### config.mk
export PLATFORM = sky130hd
export DESIGN_NAME = fb_write_scheduler
export DESIGN_NICKNAME = d
export VERILOG_FILES = /design/src/rtl/fb_pkg.sv /design/src/rtl/fb_rect_fill.sv /design/src/rtl/fb_write_scheduler.sv
export SDC_FILE = /design/constraint.sdc
export NUM_CORES = 1
export LEC_CHECK = 0
export CAP_MARGIN = 5
export CORE_AREA = 2 2 111 113
export DETAILED_ROUTE_END_ITERATION = 8
export DIE_AREA = 0 0 113 115
export GPL_TIMING_DRIVEN = 0
export HOLD_SLACK_MARGIN = 0.15
export PLACE_DENSITY_LB_ADDON = 0.1
export REMOVE_ABC_BUFFERS = 1
export SETUP_SLACK_MARGIN = 0.5
export SLEW_MARGIN = 10
export SYNTH_ARGS = -nofsm -noshare
export SYNTH_HDL_FRONTEND = slang
export SYNTH_SLANG_ARGS = --single-unit
### constraint.sdc
create_clock -name clock -period 6.8 [get_ports clock]
set_clock_uncertainty 0.1 [all_clocks]
set_input_delay 1.7 -clock clock [delete_from_list [all_inputs] [get_ports clock]]
set_output_delay 1.7 -clock clock [all_outputs]
set_load 0.02 [all_outputs]
### src/rtl/fb_pkg.sv
// fb_pkg: framebuffer geometry, pixel colour type and write-scheduler enums.
// Latency: n/a (types and constants only).
// Backpressure: n/a.
// Shared by the VGA block, the CPU address decoder and fb_write_scheduler.
package fb_pkg;

  localparam int FB_WIDTH      = 40;   // framebuffer columns
  localparam int FB_HEIGHT     = 30;   // framebuffer rows
  localparam int FB_ADDR_WIDTH = 11;   // 2**11 >= 40*30
  localparam int FB_DATA_WIDTH = 3;    // RGB, one bit per channel
  localparam int FB_PIXELS     = FB_WIDTH * FB_HEIGHT;

  typedef logic [FB_DATA_WIDTH-1:0] fb_color_t;

  typedef enum logic [1:0] {
    FILL_IDLE,
    FILL_SETUP,
    FILL_RUN
  } fill_state_t;

  typedef enum logic {
    GRANT_CPU,
    GRANT_FILL
  } grant_src_t;

endpackage

### src/rtl/fb_rect_fill.sv
// fb_rect_fill: rectangle-fill engine; clips the box to the framebuffer and walks it row-major.
// Latency: start -> SETUP next cycle -> first request the cycle after; done registered one cycle after the last grant.
// Backpressure: req is held every RUN cycle; the cursor only advances when grant is high.
// Ports: clock/reset_n; start + x0/y0/w/h/color (sampled in IDLE only); req/addr/data/grant to the arbiter;
//        busy (state != IDLE), done (1-cycle pulse, also for an empty rectangle).
module fb_rect_fill
  import fb_pkg::*;
(
  input  logic                     clock,
  input  logic                     reset_n,
  input  logic                     start,
  input  logic [5:0]               x0,
  input  logic [4:0]               y0,
  input  logic [5:0]               w,
  input  logic [4:0]               h,
  input  logic [FB_DATA_WIDTH-1:0] color,
  output logic                     req,
  output logic [FB_ADDR_WIDTH-1:0] addr,
  output logic [FB_DATA_WIDTH-1:0] data,
  input  logic                     grant,
  output logic                     busy,
  output logic                     done
);

  fill_state_t               state_q, state_d;
  logic [5:0]                x0_q, w_q, x_q;
  logic [4:0]                y0_q, h_q, y_q;
  fb_color_t                 color_q;
  logic [6:0]                xe_q, ye_q;       // exclusive clipped bounds
  logic [FB_ADDR_WIDTH-1:0]  row_base_q;       // y_q * FB_WIDTH, kept incrementally

  logic [6:0] x_sum, y_sum, xe_clip, ye_clip;
  logic       empty, last_col, last_row, done_set;

  always_comb begin
    // 7-bit sums cannot overflow: 63+63 and 31+31 both fit.
    x_sum    = {1'b0, x0_q} + {1'b0, w_q};
    y_sum    = {2'b0, y0_q} + {2'b0, h_q};
    xe_clip  = (x_sum > 7'(FB_WIDTH))  ? 7'(FB_WIDTH)  : x_sum;
    ye_clip  = (y_sum > 7'(FB_HEIGHT)) ? 7'(FB_HEIGHT) : y_sum;
    empty    = (w_q == 6'd0) || (h_q == 5'd0) ||
               ({1'b0, x0_q} >= 7'(FB_WIDTH)) || ({2'b0, y0_q} >= 7'(FB_HEIGHT));
    last_col = ({1'b0, x_q} + 7'd1) == xe_q;
    last_row = ({2'b0, y_q} + 7'd1) == ye_q;

    state_d  = state_q;
    req      = 1'b0;
    done_set = 1'b0;
    case (state_q)
      FILL_IDLE: begin
        if (start) state_d = FILL_SETUP;
      end
      FILL_SETUP: begin
        if (empty) begin
          state_d  = FILL_IDLE;
          done_set = 1'b1;
        end else begin
          state_d  = FILL_RUN;
        end
      end
      FILL_RUN: begin
        req = 1'b1;
        if (grant && last_col && last_row) begin
          state_d  = FILL_IDLE;
          done_set = 1'b1;
        end
      end
      default: state_d = FILL_IDLE;
    endcase
  end

  always_ff @(posedge clock or negedge reset_n) begin
    if (!reset_n) state_q <= FILL_IDLE;
    else          state_q <= state_d;
  end

  always_ff @(posedge clock or negedge reset_n) begin
    if (!reset_n) begin
      x0_q       <= '0;
      y0_q       <= '0;
      w_q        <= '0;
      h_q        <= '0;
      color_q    <= '0;
      xe_q       <= '0;
      ye_q       <= '0;
      x_q        <= '0;
      y_q        <= '0;
      row_base_q <= '0;
      done       <= 1'b0;
    end else begin
      done <= done_set;
      case (state_q)
        FILL_IDLE: begin
          if (start) begin
            x0_q    <= x0;
            y0_q    <= y0;
            w_q     <= w;
            h_q     <= h;
            color_q <= color;
          end
        end
        FILL_SETUP: begin
          xe_q       <= xe_clip;
          ye_q       <= ye_clip;
          x_q        <= x0_q;
          y_q        <= y0_q;
          // One multiply per fill to seed the row base; the pixel loop only adds.
          row_base_q <= FB_ADDR_WIDTH'(y0_q) * FB_ADDR_WIDTH'(FB_WIDTH);
        end
        FILL_RUN: begin
          if (grant) begin
            if (last_col) begin
              x_q        <= x0_q;
              y_q        <= y_q + 5'd1;
              row_base_q <= row_base_q + FB_ADDR_WIDTH'(FB_WIDTH);
            end else begin
              x_q        <= x_q + 6'd1;
            end
          end
        end
        default: ;
      endcase
    end
  end

  assign addr = row_base_q + FB_ADDR_WIDTH'(x_q);
  assign data = color_q;
  assign busy = (state_q != FILL_IDLE);

endmodule

### src/rtl/fb_write_scheduler.sv
// fb_write_scheduler: owns the framebuffer write port, round-robin between CPU stores and the fill engine.
// Latency: grant in cycle N -> fb_we/fb_addr/fb_data registered in N+1; cpu_ack is combinational in N.
// Backpressure: cpu_req is held until cpu_ack; fill stalls per pixel until granted.
// Ports: clock, reset_n (async, active-low); cpu_req/addr/data -> cpu_ack; fill_start + fill_x0/y0/w/h/color
//        -> fill_busy/fill_done; vblank; fb_we/fb_addr/fb_data to the VGA framebuffer write side.
// Build option FB_WR_VBLANK_ONLY_EN: grants only while vblank=1; otherwise vblank is ignored.
module fb_write_scheduler
  import fb_pkg::*;
(
  input  logic                     clock,
  input  logic                     reset_n,
  input  logic                     cpu_req,
  input  logic [FB_ADDR_WIDTH-1:0] cpu_addr,
  input  logic [FB_DATA_WIDTH-1:0] cpu_data,
  output logic                     cpu_ack,
  input  logic                     fill_start,
  input  logic [5:0]               fill_x0,
  input  logic [4:0]               fill_y0,
  input  logic [5:0]               fill_w,
  input  logic [4:0]               fill_h,
  input  logic [FB_DATA_WIDTH-1:0] fill_color,
  output logic                     fill_busy,
  output logic                     fill_done,
  input  logic                     vblank,
  output logic                     fb_we,
  output logic [FB_ADDR_WIDTH-1:0] fb_addr,
  output logic [FB_DATA_WIDTH-1:0] fb_data
);

  logic                     fill_req, grant_fill, grant_cpu;
  logic [FB_ADDR_WIDTH-1:0] fill_addr;
  logic [FB_DATA_WIDTH-1:0] fill_data;
  logic                     arb_en_q;     // keeps cpu_ack low while reset is asserted
  logic                     win_gate;
  logic                     cpu_elig, fill_elig, cpu_in_range;
  grant_src_t               last_grant_q;

  fb_rect_fill u_fill (
    .clock   (clock),
    .reset_n (reset_n),
    .start   (fill_start),
    .x0      (fill_x0),
    .y0      (fill_y0),
    .w       (fill_w),
    .h       (fill_h),
    .color   (fill_color),
    .req     (fill_req),
    .addr    (fill_addr),
    .data    (fill_data),
    .grant   (grant_fill),
    .busy    (fill_busy),
    .done    (fill_done)
  );

`ifdef FB_WR_VBLANK_ONLY_EN
  assign win_gate = arb_en_q & vblank;
`else
  logic unused_vblank;
  assign unused_vblank = vblank;
  assign win_gate      = arb_en_q;
`endif

  always_comb begin
    cpu_elig     = cpu_req  & win_gate;
    fill_elig    = fill_req & win_gate;
    // On contention the requester that did not win last time goes first.
    grant_cpu    = cpu_elig  & (~fill_elig | (last_grant_q == GRANT_FILL));
    grant_fill   = fill_elig & ~grant_cpu;
    cpu_in_range = cpu_addr < FB_ADDR_WIDTH'(FB_PIXELS);
  end

  assign cpu_ack = grant_cpu;

  always_ff @(posedge clock or negedge reset_n) begin
    if (!reset_n) begin
      arb_en_q     <= 1'b0;
      last_grant_q <= GRANT_FILL;
      fb_we        <= 1'b0;
      fb_addr      <= '0;
      fb_data      <= '0;
    end else begin
      arb_en_q <= 1'b1;
      fb_we    <= 1'b0;
      if (grant_cpu) begin
        last_grant_q <= GRANT_CPU;
        // Out-of-range stores are acked but never reach the framebuffer.
        if (cpu_in_range) begin
          fb_we   <= 1'b1;
          fb_addr <= cpu_addr;
          fb_data <= cpu_data;
        end
      end else if (grant_fill) begin
        last_grant_q <= GRANT_FILL;
        fb_we        <= 1'b1;
        fb_addr      <= fill_addr;
        fb_data      <= fill_data;
      end
    end
  end

endmodule

== Yosys cells after proc, flatten, opt, wreduce, memory -nomap -nowiden ==
Cells that the tools add are included.

* Flip-flop bits (word level): 81
* RAM bits: 0
* Bits in read-only memories: 0
* Latch bits: 0
* Output and inout port bits: 18
* Memories: 0
* Logic and storage cells: 93
* Bits of input ports: 44

* Add/subtract/negate cells: 8
* Multipliers: 1
* Magnitude comparators: 5
* Shift operators: 0
* Bitwise logic cells: 7
* Divide/modulo/power cells: 0
* Equality and inequality tests: 9
* Reduce and logical (&&, ||, !) cells: 16
* Mux-type cells: 30

{| class="wikitable"
|+ Operators with widths
! kind !! number
|-
| 11-bit 2-to-1 mux || 5
|-
| 11-bit case mux with 2 select lines || 1
|-
| 7-bit equality test || 2
|-
| 7-bit 2-to-1 mux || 2
|-
| 6-bit 2-to-1 mux || 2
|-
| 6-bit case mux with 2 select lines || 1
|-
| 11-bit by 6-bit adder with 11-bit output || 1
|-
| 11-bit by 6-bit adder with 11-bit output (second input constant) || 1
|-
| 11-bit < comparator (second input constant) || 1
|-
| 5-bit 2-to-1 mux || 2
|-
| 5-bit case mux with 2 select lines || 1
|-
| 3-bit 2-to-1 mux || 3
|-
| 5-bit by 3-bit multiplier with 8-bit output (second input constant) || 1
|-
| 1-bit 2-to-1 mux || 8
|-
| 2-bit by 1-bit inequality test with 1-bit output (second input constant) || 4
|-
| 2-bit AND reduction || 4
|-
| 6-bit by 1-bit adder with 7-bit output (second input constant) || 1
|-
| 6-bit by 6-bit adder with 7-bit output || 1
|-
| 7-bit by 5-bit greater-than comparator with 1-bit output (second input constant) || 1
|-
| 7-bit by 6-bit greater-than comparator with 1-bit output (second input constant) || 1
|-
| 5-bit by 1-bit adder with 6-bit output (second input constant) || 1
|-
| 5-bit by 5-bit adder with 6-bit output || 1
|-
| 6-bit by 1-bit adder with 6-bit output (second input constant) || 1
|-
| 6-bit >= comparator (second input constant) || 1
|-
| other kinds (18) || 29
|}

== Depth between registers and ports, before layout ==
Gate-level depths: netlist (run 1).

* Depth after elaboration: 12
* Mapped depth: 10
* Depth with buffers taken out: 10

== Hierarchy ==
A second synthesis (run 1) with hierarchy kept.

* Cell total of the unflattened synthesis: 451
* Area total of the unflattened synthesis: 4893.4 um^2

{| class="wikitable"
|+ Modules (own cells, without submodules)
! module !! sequential area each (um^2) !! cells each !! times used !! area an instance (um^2)
|-
| fb_rect_fill || 1501.4 || 390 || 1 || 4007.6
|-
| fb_write_scheduler || 426.7 || 61 || 1 || 885.8
|}

== Worst setup path after synthesis (run 1) ==
No wires, ideal clock.

* Path kind: input to output
* Start point: input port cpu_req
* End point: output port cpu_ack
* Path slack: 2609 ps
* Arrival time: 2391 ps
* Buffers on the path: 1
* Stages on the path: 3
* Required time: 5000 ps
* Cell sequence: nand2_1 a21oi_1 buf_1

* Longest elaborated chain between the ends: 2

{| class="wikitable"
|+ Ends and longest elaborated chain
! element !! line !! source
|-
| from (decl) || fb_write_scheduler.sv:12 || <nowiki>input logic cpu_req,</nowiki>
|-
| 1-bit bitwise AND || fb_write_scheduler.sv:64 || <nowiki>cpu_elig = cpu_req & win_gate;</nowiki>
|-
| 1-bit bitwise AND || fb_write_scheduler.sv:67 || <nowiki>grant_cpu = cpu_elig & (~fill_elig | (last_grant_q == GRANT_FILL));</nowiki>
|-
| to (decl) || fb_write_scheduler.sv:15 || <nowiki>output logic cpu_ack,</nowiki>
|}

Every way passes these cells.

== Worst setup path after layout (run 1) ==
Ends and elaborated chain as after synthesis.

==> results of run 1 <==
[flip-flops by register name, indices dropped and copies added (netlist names)]
signal             count
u_fill.x_q             6
u_fill.ye_q            6
u_fill.y0_q            5
u_fill.h_q             5
u_fill.done            1
fb_we                  1
arb_en_q               1
last_grant_q           1
u_fill.state_q         2
fb_data                3
u_fill.y_q             5
u_fill.xe_q            7
fb_addr               11
u_fill.data            3
u_fill.x0_q            6
u_fill.w_q             6
u_fill.row_base_q      8
[per-layer routing]
metal | share of wire, % | global-route usage (%) | up-vias
met2 | 46 | 28.8 | 65
li1 | - | - | 1791
met4 | 1.3 | 5.37 | 0
met3 | 4.5 | 3.22 | 10
met1 | 48 | 23.1 | 1692
met5 | 0 | 0 | -
[power by group]
part           switching (mW)  internal, mW  leakage, nW  total [mW]
Clock                   0.179         0.254        0.129       0.434
Combinational           0.786         0.718         1.30        1.50
Sequential              0.248         0.674        0.923       0.923
Total                    1.21          1.65         2.36        2.86
[layout make-up]
type                            count  area [µm²]
Multi-Input combinational cell    343        2530
Inverter                           22        82.6
Clock inverter                      2        10.0
Fill cell                        1151        6180
Sequential cell                    77        1930
Tap cell                          147         184
Timing Repair Buffer               63         648
Clock buffer                       13         250
[cells in the final DEF (no fill, tap or decap), drive strengths merged, types with 9 or more instances in the layout]
master	Yosys	final
a21o	9	9
a21oi	28	28
clkbuf	12	13
clkdlybuf4s50	0	59
dfrtp	76	76
ha	27	27
inv	22	22
mux2	28	28
mux2i	10	10
nand2	35	35
nand3	12	12
nor2	25	25
nor2b	10	10
o21ai	34	34
xnor2	16	16
xor2	13	13
[metrics by stage]
step	hold WS, ps	cell area [µm²]	worst slack, ps
CTS	384	5630	1750
detailed placement	371	5370	1760
floorplan	376	4530	2050
global placement	360	5310	463
global route	419	5630	1710
finish	377	5630	1760
[kinds of logic (layout without fill, tap and decap cells)]
logic type      count (synthesis)  in the layout  synth area share (%)
xor+xnor                       29             29                  5.52
other cells                     2              2                 0.163
simple gates                  117            117                  12.9
fa+ha+maj                      30             30                  8.65
mux                            38             38                  9.03
flops                          77             77                  41.9
compound gates                127            127                  18.4
buf+inv                        40            100                  3.45
[worst max-delay path by stage]
stage	end	cells after the start	slack, ps	from
2_1_floorplan	cpu_ack	2	2050	cpu_req
5_1_grt	cpu_ack	4	1710	cpu_req
6_report	cpu_ack	4	1760	cpu_req
4_1_cts	cpu_ack	4	1750	cpu_req
3_3_place_gp	cpu_ack	4	460	cpu_req
3_5_place_dp	cpu_ack	4	1760	cpu_req
[worst max-delay path: stages]
cell and delay (ps):
clkdlybuf4s50_1 560, nand2_1 90, a21oi_2 230, clkdlybuf4s50_1 660
==> reports/metrics.yaml, run 1 <==
synthMostInstantiatedCell: "dfrtp_1"
io_buffers: 60
clock_sinks: 77
ys_ff_latch: 77
grt_max_degree: 44
diodes: 0
total_power_mw: 2.86
ys_top_cells_by_count: "dfrtp_1 (76), nand2_1 (35), o21ai_0 (31), mux2_2 (28)"
instances_no_fill: 667
syn-cell-area_um2: 4600
hold-path-endpoint: "fb_addr[2]$_DFFE_PN0P_"
die_area_um2: 13000
cts_root_buffer: "clkbuf_16"
worst_hold_startpoint: "fb_addr[2]$_DFFE_PN0P_"
cts_tree: "built"
leakage_nw: 2.36
synth_area_per_cell_um2: 10.0
violations: "design-rule violations"
grt_usage_pct: 17.3
rows: 40
ir_drop_mv: 0.175
relSlewSlack_pct: 24.1
clk_path_buf_depth: 2
reg2reg_from: "u_fill.state_q[0]$_DFFE_PN0P_"
clk_pin_slew_ps: 50
num_vias: 3558
drive_gt1_share_pct: 10.0
rsz0062_at_grt: "no"
critPathKind: "primary input to output pin"
cp_data_arrival_time_ps: 3240
ios: 62
initial_utilization_pct: 39.0
ys_warn_count: 0
ant_nets: 0
seq_area_frac_synth_pct: 41.9
outcome: "complete, but fails checks"
post_cts_buffers: 0
power.density_nw_per_um2: 508
die_w_um: 113
cts_resized: 0
final.min_clock_period_ps: 5040
drt_pass1_iterations: 6
area_growth_pct: 22.4
drt_wl_total_um: 10500
holdCritPathClass: "flop to flop"
r2r_setup_slack_ps: 3420
grt_antenna_before_repair: 0
holdPathStages: 2
max_freq_mhz: 198
synthArstFlopShare_pct: 100
core-area_um2: 11800
routedWlPerCell_um: 15.8
grt_pass1_vias: 3657
dp.cells: 652
fp.dieH_um: 115
post-route-drc-count: 5
maxCapViolCount: 0
hpwl_um: 7760
synth-edff-count: 0
drt_iter0_markers: 163
grt.overflow.total: 0
worstPathMaxFanout: 5
tightest_slew_ps: 1140
synthDistinctLibCells: 59
hold_viol_final: 0
endpoint_kind: "output pin"
grt_pass1_wl_um: 18000
rr_worst_depth: 8
maxSlewViolCount: 0
ctsHoldBuffers: 0
clkLatencyLatePin_ps: 340
ys_top_cells_by_area: "dfrtp_1 (41%), ha_1 (7.3%), mux2_2 (6.9%)"
synth_top_area_share_pct: 41.3
synth_flop_cell: "dfrtp_1"
vias_per_cell: 5.33
synth_largest_area_cell: "dfrtp_1"
start_kind: "primary input"
h-tree-depth: 3
place.gp.congestion: 0.831
crit_required_ps: 5000
fin_setup_tns_ps: 0
cts_buffers: 9
nNetsFinal: 590
final_util_pct: 47.7
synth_cells: 460
reg2reg_to: "u_fill.row_base_q[6]$_DFFE_PN0P_"
setup_viol: 0
finalCritPeriodShare_pct: 74.1
(Power assumes the default switching activity.)
==> run 2: changes to the inputs <==
clock period = 4.4 ns   (was 6.8 ns; I/O delays follow)
==> run 2 against run 1 <==
  * The flow still finishes with violations (design-rule violations)
  * Worst setup slack worse by 1200 ps
  * Register-to-register slack got worse by 2200 ps
  * Critical path depth is the same
  * First-iteration DRC count is 0.61% higher
  * Utilization about the same
  * Flip-flop and latch count unchanged
  * Clock power increased by 54%
  * Final area is essentially flat
  * Critical path type unchanged
  * Largest cell class unchanged
  * Highest routed layer unchanged
==> reports/metrics.yaml, run 2 (synthesis results as in run 1) <==
outcome: "complete, but fails checks"
violations: "design-rule violations"
holdPathStages: 2
max_freq_mhz: 261
maxCapViolCount: 0
hold_viol_final: 0
rr_worst_depth: 8
endpoint_kind: "output pin"
timing.hold.ws_ps: 377
ios: 62
multi_input_area_um2: 2530
grt_pass1_vias: 3657
worst-path-stages: 4
holdCritPathClass: "flop to flop"
clk_pin_slew_ps: 50
drt_wl_total_um: 10500
initial_utilization_pct: 39.0
ctsHoldBuffers: 0
drt_pass1_iterations: 6
critPathKind: "primary input to output pin"
start_kind: "primary input"
fillCellCount: 1150
setup_viol: 0
diodes: 0
top_register: "fb_addr"
crit_buf_inv: 2
core-area_um2: 11800
r2r_setup_slack_ps: 1220
tightest_slew_ps: 1140
area_growth_pct: 22.5
total_power_mw: 4.42
hold-path-endpoint: "fb_addr[2]$_DFFE_PN0P_"
critPathMaxStageDelay_ps: 660
reg.largest.list: "fb_addr (11), u_fill.row_base_q (8), u_fill.xe_q (7)"
fin_ws_ps: 566
cp_cell_sequence: "clkdlybuf4s50_1 -> nand2_1 -> a21oi_2 -> clkdlybuf4s50_1"
dp_slack_ps: 556
final_cell_mix: "dfrtp_1 (76), clkdlybuf4s50_1 (59), nand2_1 (35)"
largest_reg_flops: 11
regArea_um2: 1930
worstPathMaxFanout: 5
rsz0062_at_grt: "no"
ant_nets: 0
ir_drop_mv: 0.270
clkLatencyLatePin_ps: 340
fp.dieH_um: 115
routedWlPerCell_um: 15.7
reg2reg_to: "u_fill.row_base_q[9]$_DFFE_PN0P_"
drive_gt1_share_pct: 10.2
cts_tree: "built"
maxSlewViolCount: 0
post_cts_buffers: 0
hpwl_um: 7760
reg2reg_from: "u_fill.x_q[0]$_DFFE_PN0P_"
grt_pass1_wl_um: 18000
leakage_nw: 2.35
relSlewSlack_pct: 24.1
die_area_um2: 13000
io_buffers: 60
cp_data_arrival_time_ps: 2630
mostFrequentLayoutCell: "dfrtp_1"
crit_required_ps: 3200
post-route-drc-count: 5
crit_slowest_cell: "clkdlybuf4s50_1"
grt.overflow.total: 0
grt_max_degree: 44
drt_iter0_markers: 164
cts_root_buffer: "clkbuf_16"
final.min_clock_period_ps: 3830
die_w_um: 113
power.density_nw_per_um2: 784
rows: 40
nNetsFinal: 590
cp_top_family: "buffers and inverters"
vias_per_cell: 5.34
clock_sinks: 77
cts_resized: 0
num_vias: 3559
crit_top_cell: "clkdlybuf4s50_1"
cts_buffers: 9
h-tree-depth: 3
grt_antenna_before_repair: 0
place.gp.congestion: 0.831
finalCritPeriodShare_pct: 87.1
worst_hold_startpoint: "fb_addr[2]$_DFFE_PN0P_"
clk_path_buf_depth: 2
grt_usage_pct: 17.3
run 2: cell count changes in the layout (fill, tap and decap cells not counted):
cell / change
ha_2: +1
ha_1: -1
run 2: power by group:
group / internal, mW / switching (mW)
logic: 1.11 / 1.21
registers: 1.04 / 0.384
clock network: 0.393 / 0.277
run 2: per-layer routing:
layer	GRT usage [%]	up-vias	routed length, µm
li1	-	1791	-
met1	23.1	1693	5080
met2	28.8	65	4810
met3	3.22	10	476
met4	5.37	0	140
met5	0	-	0
run 2: worst max-delay path by stage:
stage | startpoint | slack, ps | endpoint
2_1_floorplan | cpu_req | 850 | cpu_ack
3_3_place_gp | reset_n | -760 | u_fill.w_q[2]$_DFFE_PN0P_
3_5_place_dp | cpu_req | 560 | cpu_ack
4_1_cts | cpu_req | 550 | cpu_ack
5_1_grt | cpu_req | 510 | cpu_ack
6_report | cpu_req | 570 | cpu_ack
run 2: worst register-to-register path: cells and delay by family (launching register included):
family	cells	cell delay (ps)
and+or+nand+nor	3	750
DFF	1	480
adders and majority gates	1	280
AOI/OAI and AO/OA	4	1470
run 2: area by class of cell:
type,instances,share of cell area (%)
multi-input combinational,343,44.9
inverter,22,1.47
tap,147,3.26
timing repair buffer,63,11.5
clock buffer,13,4.44
clock inverter,2,0.178
sequential,77,34.2
run 2: through the flow:
step | instance area [µm²] | util (%) | setup TNS [ps] | std cells
after global placement | 5310 | 45.0 | -58040 | 649
after CTS | 5630 | 47.7 | 0 | 667
after floorplan | 4530 | - | 0 | 442
final | 5640 | 47.7 | 0 | 667
after global routing | 5640 | 47.7 | 0 | 667
after detailed placement | 5370 | 45.5 | 0 | 652
==> run 3: changes to the inputs <==
REMOVE_ABC_BUFFERS = default   (was 1)
==> run 3 against run 2 <==
  * The run still ends with design-rule violations left
  * Routed wire length increased by 2.1%
  * Die area did not move
  * Global-route usage rose by 0.36 points
  * Count of clock-buffer cells in the layout is 2 higher
  * Worst setup slack improved by 160 ps
  * Flip-flop and latch count unchanged
  * Critical path depth is 1 higher
  * Worst hold slack improved by 4.2 ps
  * Utilization is 0.46 points higher
  * Final area grew 0.95%
  * Register-to-register slack gained 340 ps
  * Critical path type unchanged
==> reports/metrics.yaml, run 3 (synthesis results as in run 1) <==
hold_viol_final: 0
clkLatencyLatePin_ps: 340
routedWlPerCell_um: 15.7
relSlewSlack_pct: 46.4
nNetsFinal: 606
ios: 62
final_cell_mix: "dfrtp_1 (76), clkdlybuf4s50_1 (58), nand2_1 (35)"
vias_per_cell: 5.36
dr_wl_met2_um: 5010
core-area_um2: 11800
drt_pass1_iterations: 6
ctsHoldBuffers: 0
grt_pass1_wl_um: 18200
violations: "design-rule violations"
wl_met1_um: 5010
crit_start: "cpu_req"
worst_hold_startpoint: "fb_data[2]$_DFFE_PN0P_"
rr_worst_depth: 9
worstPathMaxFanout: 10
power.density_nw_per_um2: 786
grt.overflow.total: 0
clk_path_buf_depth: 2
cp_data_arrival_time_ps: 2480
tightest_slew_ps: 797
maxCapViolCount: 0
holdCritPathClass: "flop to flop"
grt_antenna_before_repair: 0
endpoint_kind: "output pin"
total_power_mw: 4.47
outcome: "complete, but fails checks"
clk_pin_slew_ps: 60
finalCritPeriodShare_pct: 83.6
io_buffers: 60
grt_usage_pct: 17.7
fin_setup_tns_ps: 0
pwr-share-seq_pct: 30.7
area_growth_pct: 23.6
pwr-share-clk_pct: 15.4
hpwl_um: 8270
rsz0062_at_grt: "no"
p_switching_mw: 1.88
reg2reg_from: "u_fill.x_q[0]$_DFFE_PN0P_"
dp.cells: 668
clock_sinks: 77
timing.hold.ws_ps: 382
die_area_um2: 13000
ir_drop_mv: 0.269
diodes: 0
num_vias: 3668
critPathKind: "primary input to output pin"
post_cts_buffers: 0
switching_share_pct: 42.2
cts_tree: "built"
place.gp.congestion: 0.853
reg2reg_to: "u_fill.row_base_q[9]$_DFFE_PN0P_"
final_util_pct: 48.2
setup_viol: 0
h-tree-depth: 3
combPwrFrac_pct: 53.8
reg.largest.list: "fb_addr (11), u_fill.row_base_q (8), u_fill.xe_q (7)"
hold-path-endpoint: "fb_data[2]$_DFFE_PN0P_"
start_kind: "primary input"
drt_iter0_markers: 163
r2r_setup_slack_ps: 1560
holdPathStages: 2
maxSlewViolCount: 0
internal_power_mw: 2.59
cts_buffers: 9
crit_required_ps: 3200
instances_no_fill: 684
top_register: "fb_addr"
final.min_clock_period_ps: 3680
syn_nets: 534
leakage_nw: 2.38
die_w_um: 113
ant_nets: 0
largest_reg_flops: 11
mostFrequentLayoutCell: "dfrtp_1"
topRoutingLayerUsed: "met4"
post-route-drc-count: 3
fp.dieH_um: 115
drive_gt1_share_pct: 9.50
drt_wl_total_um: 10700
cts_root_buffer: "clkbuf_16"
rows: 40
initial_utilization_pct: 39.0
wl_met3_um: 523
max_freq_mhz: 272
grt_pass1_vias: 3643
grt_max_degree: 57
## run 3: cell types whose count changed in the layout (fill, tap and decap cells not counted), sizes merged
cell / before / now
clkinv: 2 / 0
dlygate4sd2: 0 / 1
clkbuf: 13 / 27
buf: 4 / 8
clkinvlp: 0 / 1
clkdlybuf4s50: 59 / 58
## run 3: layout make-up
class	count	area, µm²
Sequential cell	77	1930
Clock inverter	1	7.51
Fill cell	1135	6120
Clock buffer	15	268
Multi-Input combinational cell	343	2510
Inverter	22	82.6
Buffer	18	80.1
Tap cell	147	184
Timing Repair Buffer	61	624
## run 3: power groups by stage
stage          sequential, mW  combinational (mW)  clock [mW]
6_report                 1.37                2.41       0.690
5_1_grt                  1.43                2.72       0.738
4_1_cts                  1.38                2.44       0.705
3_5_place_dp             1.39                2.42           0
3_3_place_gp             1.38                2.37           0
2_1_floorplan            1.36                1.74           0
## run 3: routing by layer
metal  GRT usage, %  vias to the layer above
met2           29.5                       73
met3           2.53                       12
met5              0                        -
li1               -                     1822
met1           23.3                     1761
met4           6.99                        0
## run 3: worst max path at each step
stage,slack (ps),end,cells past startpoint
2_1_floorplan,1410,cpu_ack,3
3_3_place_gp,-710,u_fill.w_q[0]$_DFFE_PN0P_,1
3_5_place_dp,30,cpu_ack,5
4_1_cts,700,cpu_ack,5
5_1_grt,580,cpu_ack,5
6_report,720,cpu_ack,5
## run 3: worst max-delay path, cell delays in order
cell and delay (ps):
clkdlybuf4s50_1 550, nand2_1 70, a21oi_1 160, buf_4 230, dlygate4sd2_1 360
## run 3: per-stage QoR
| step | setup slack [ps] | instance area [µm²] |
|---|---|---|
| 2_1_floorplan | 1410 | 4600 |
| 6_report | 722 | 5690 |
| 3_5_place_dp | 28.4 | 5410 |
| 4_1_cts | 700 | 5690 |
| 5_1_grt | 581 | 5690 |
| 3_3_place_gp | -707 | 5390 |
## run 3: what timing repair did
item                                    CTS  global route
hold endpoints to repair                  0             0
endpoints found under the setup margin    1             0
resized for setup                         3             0
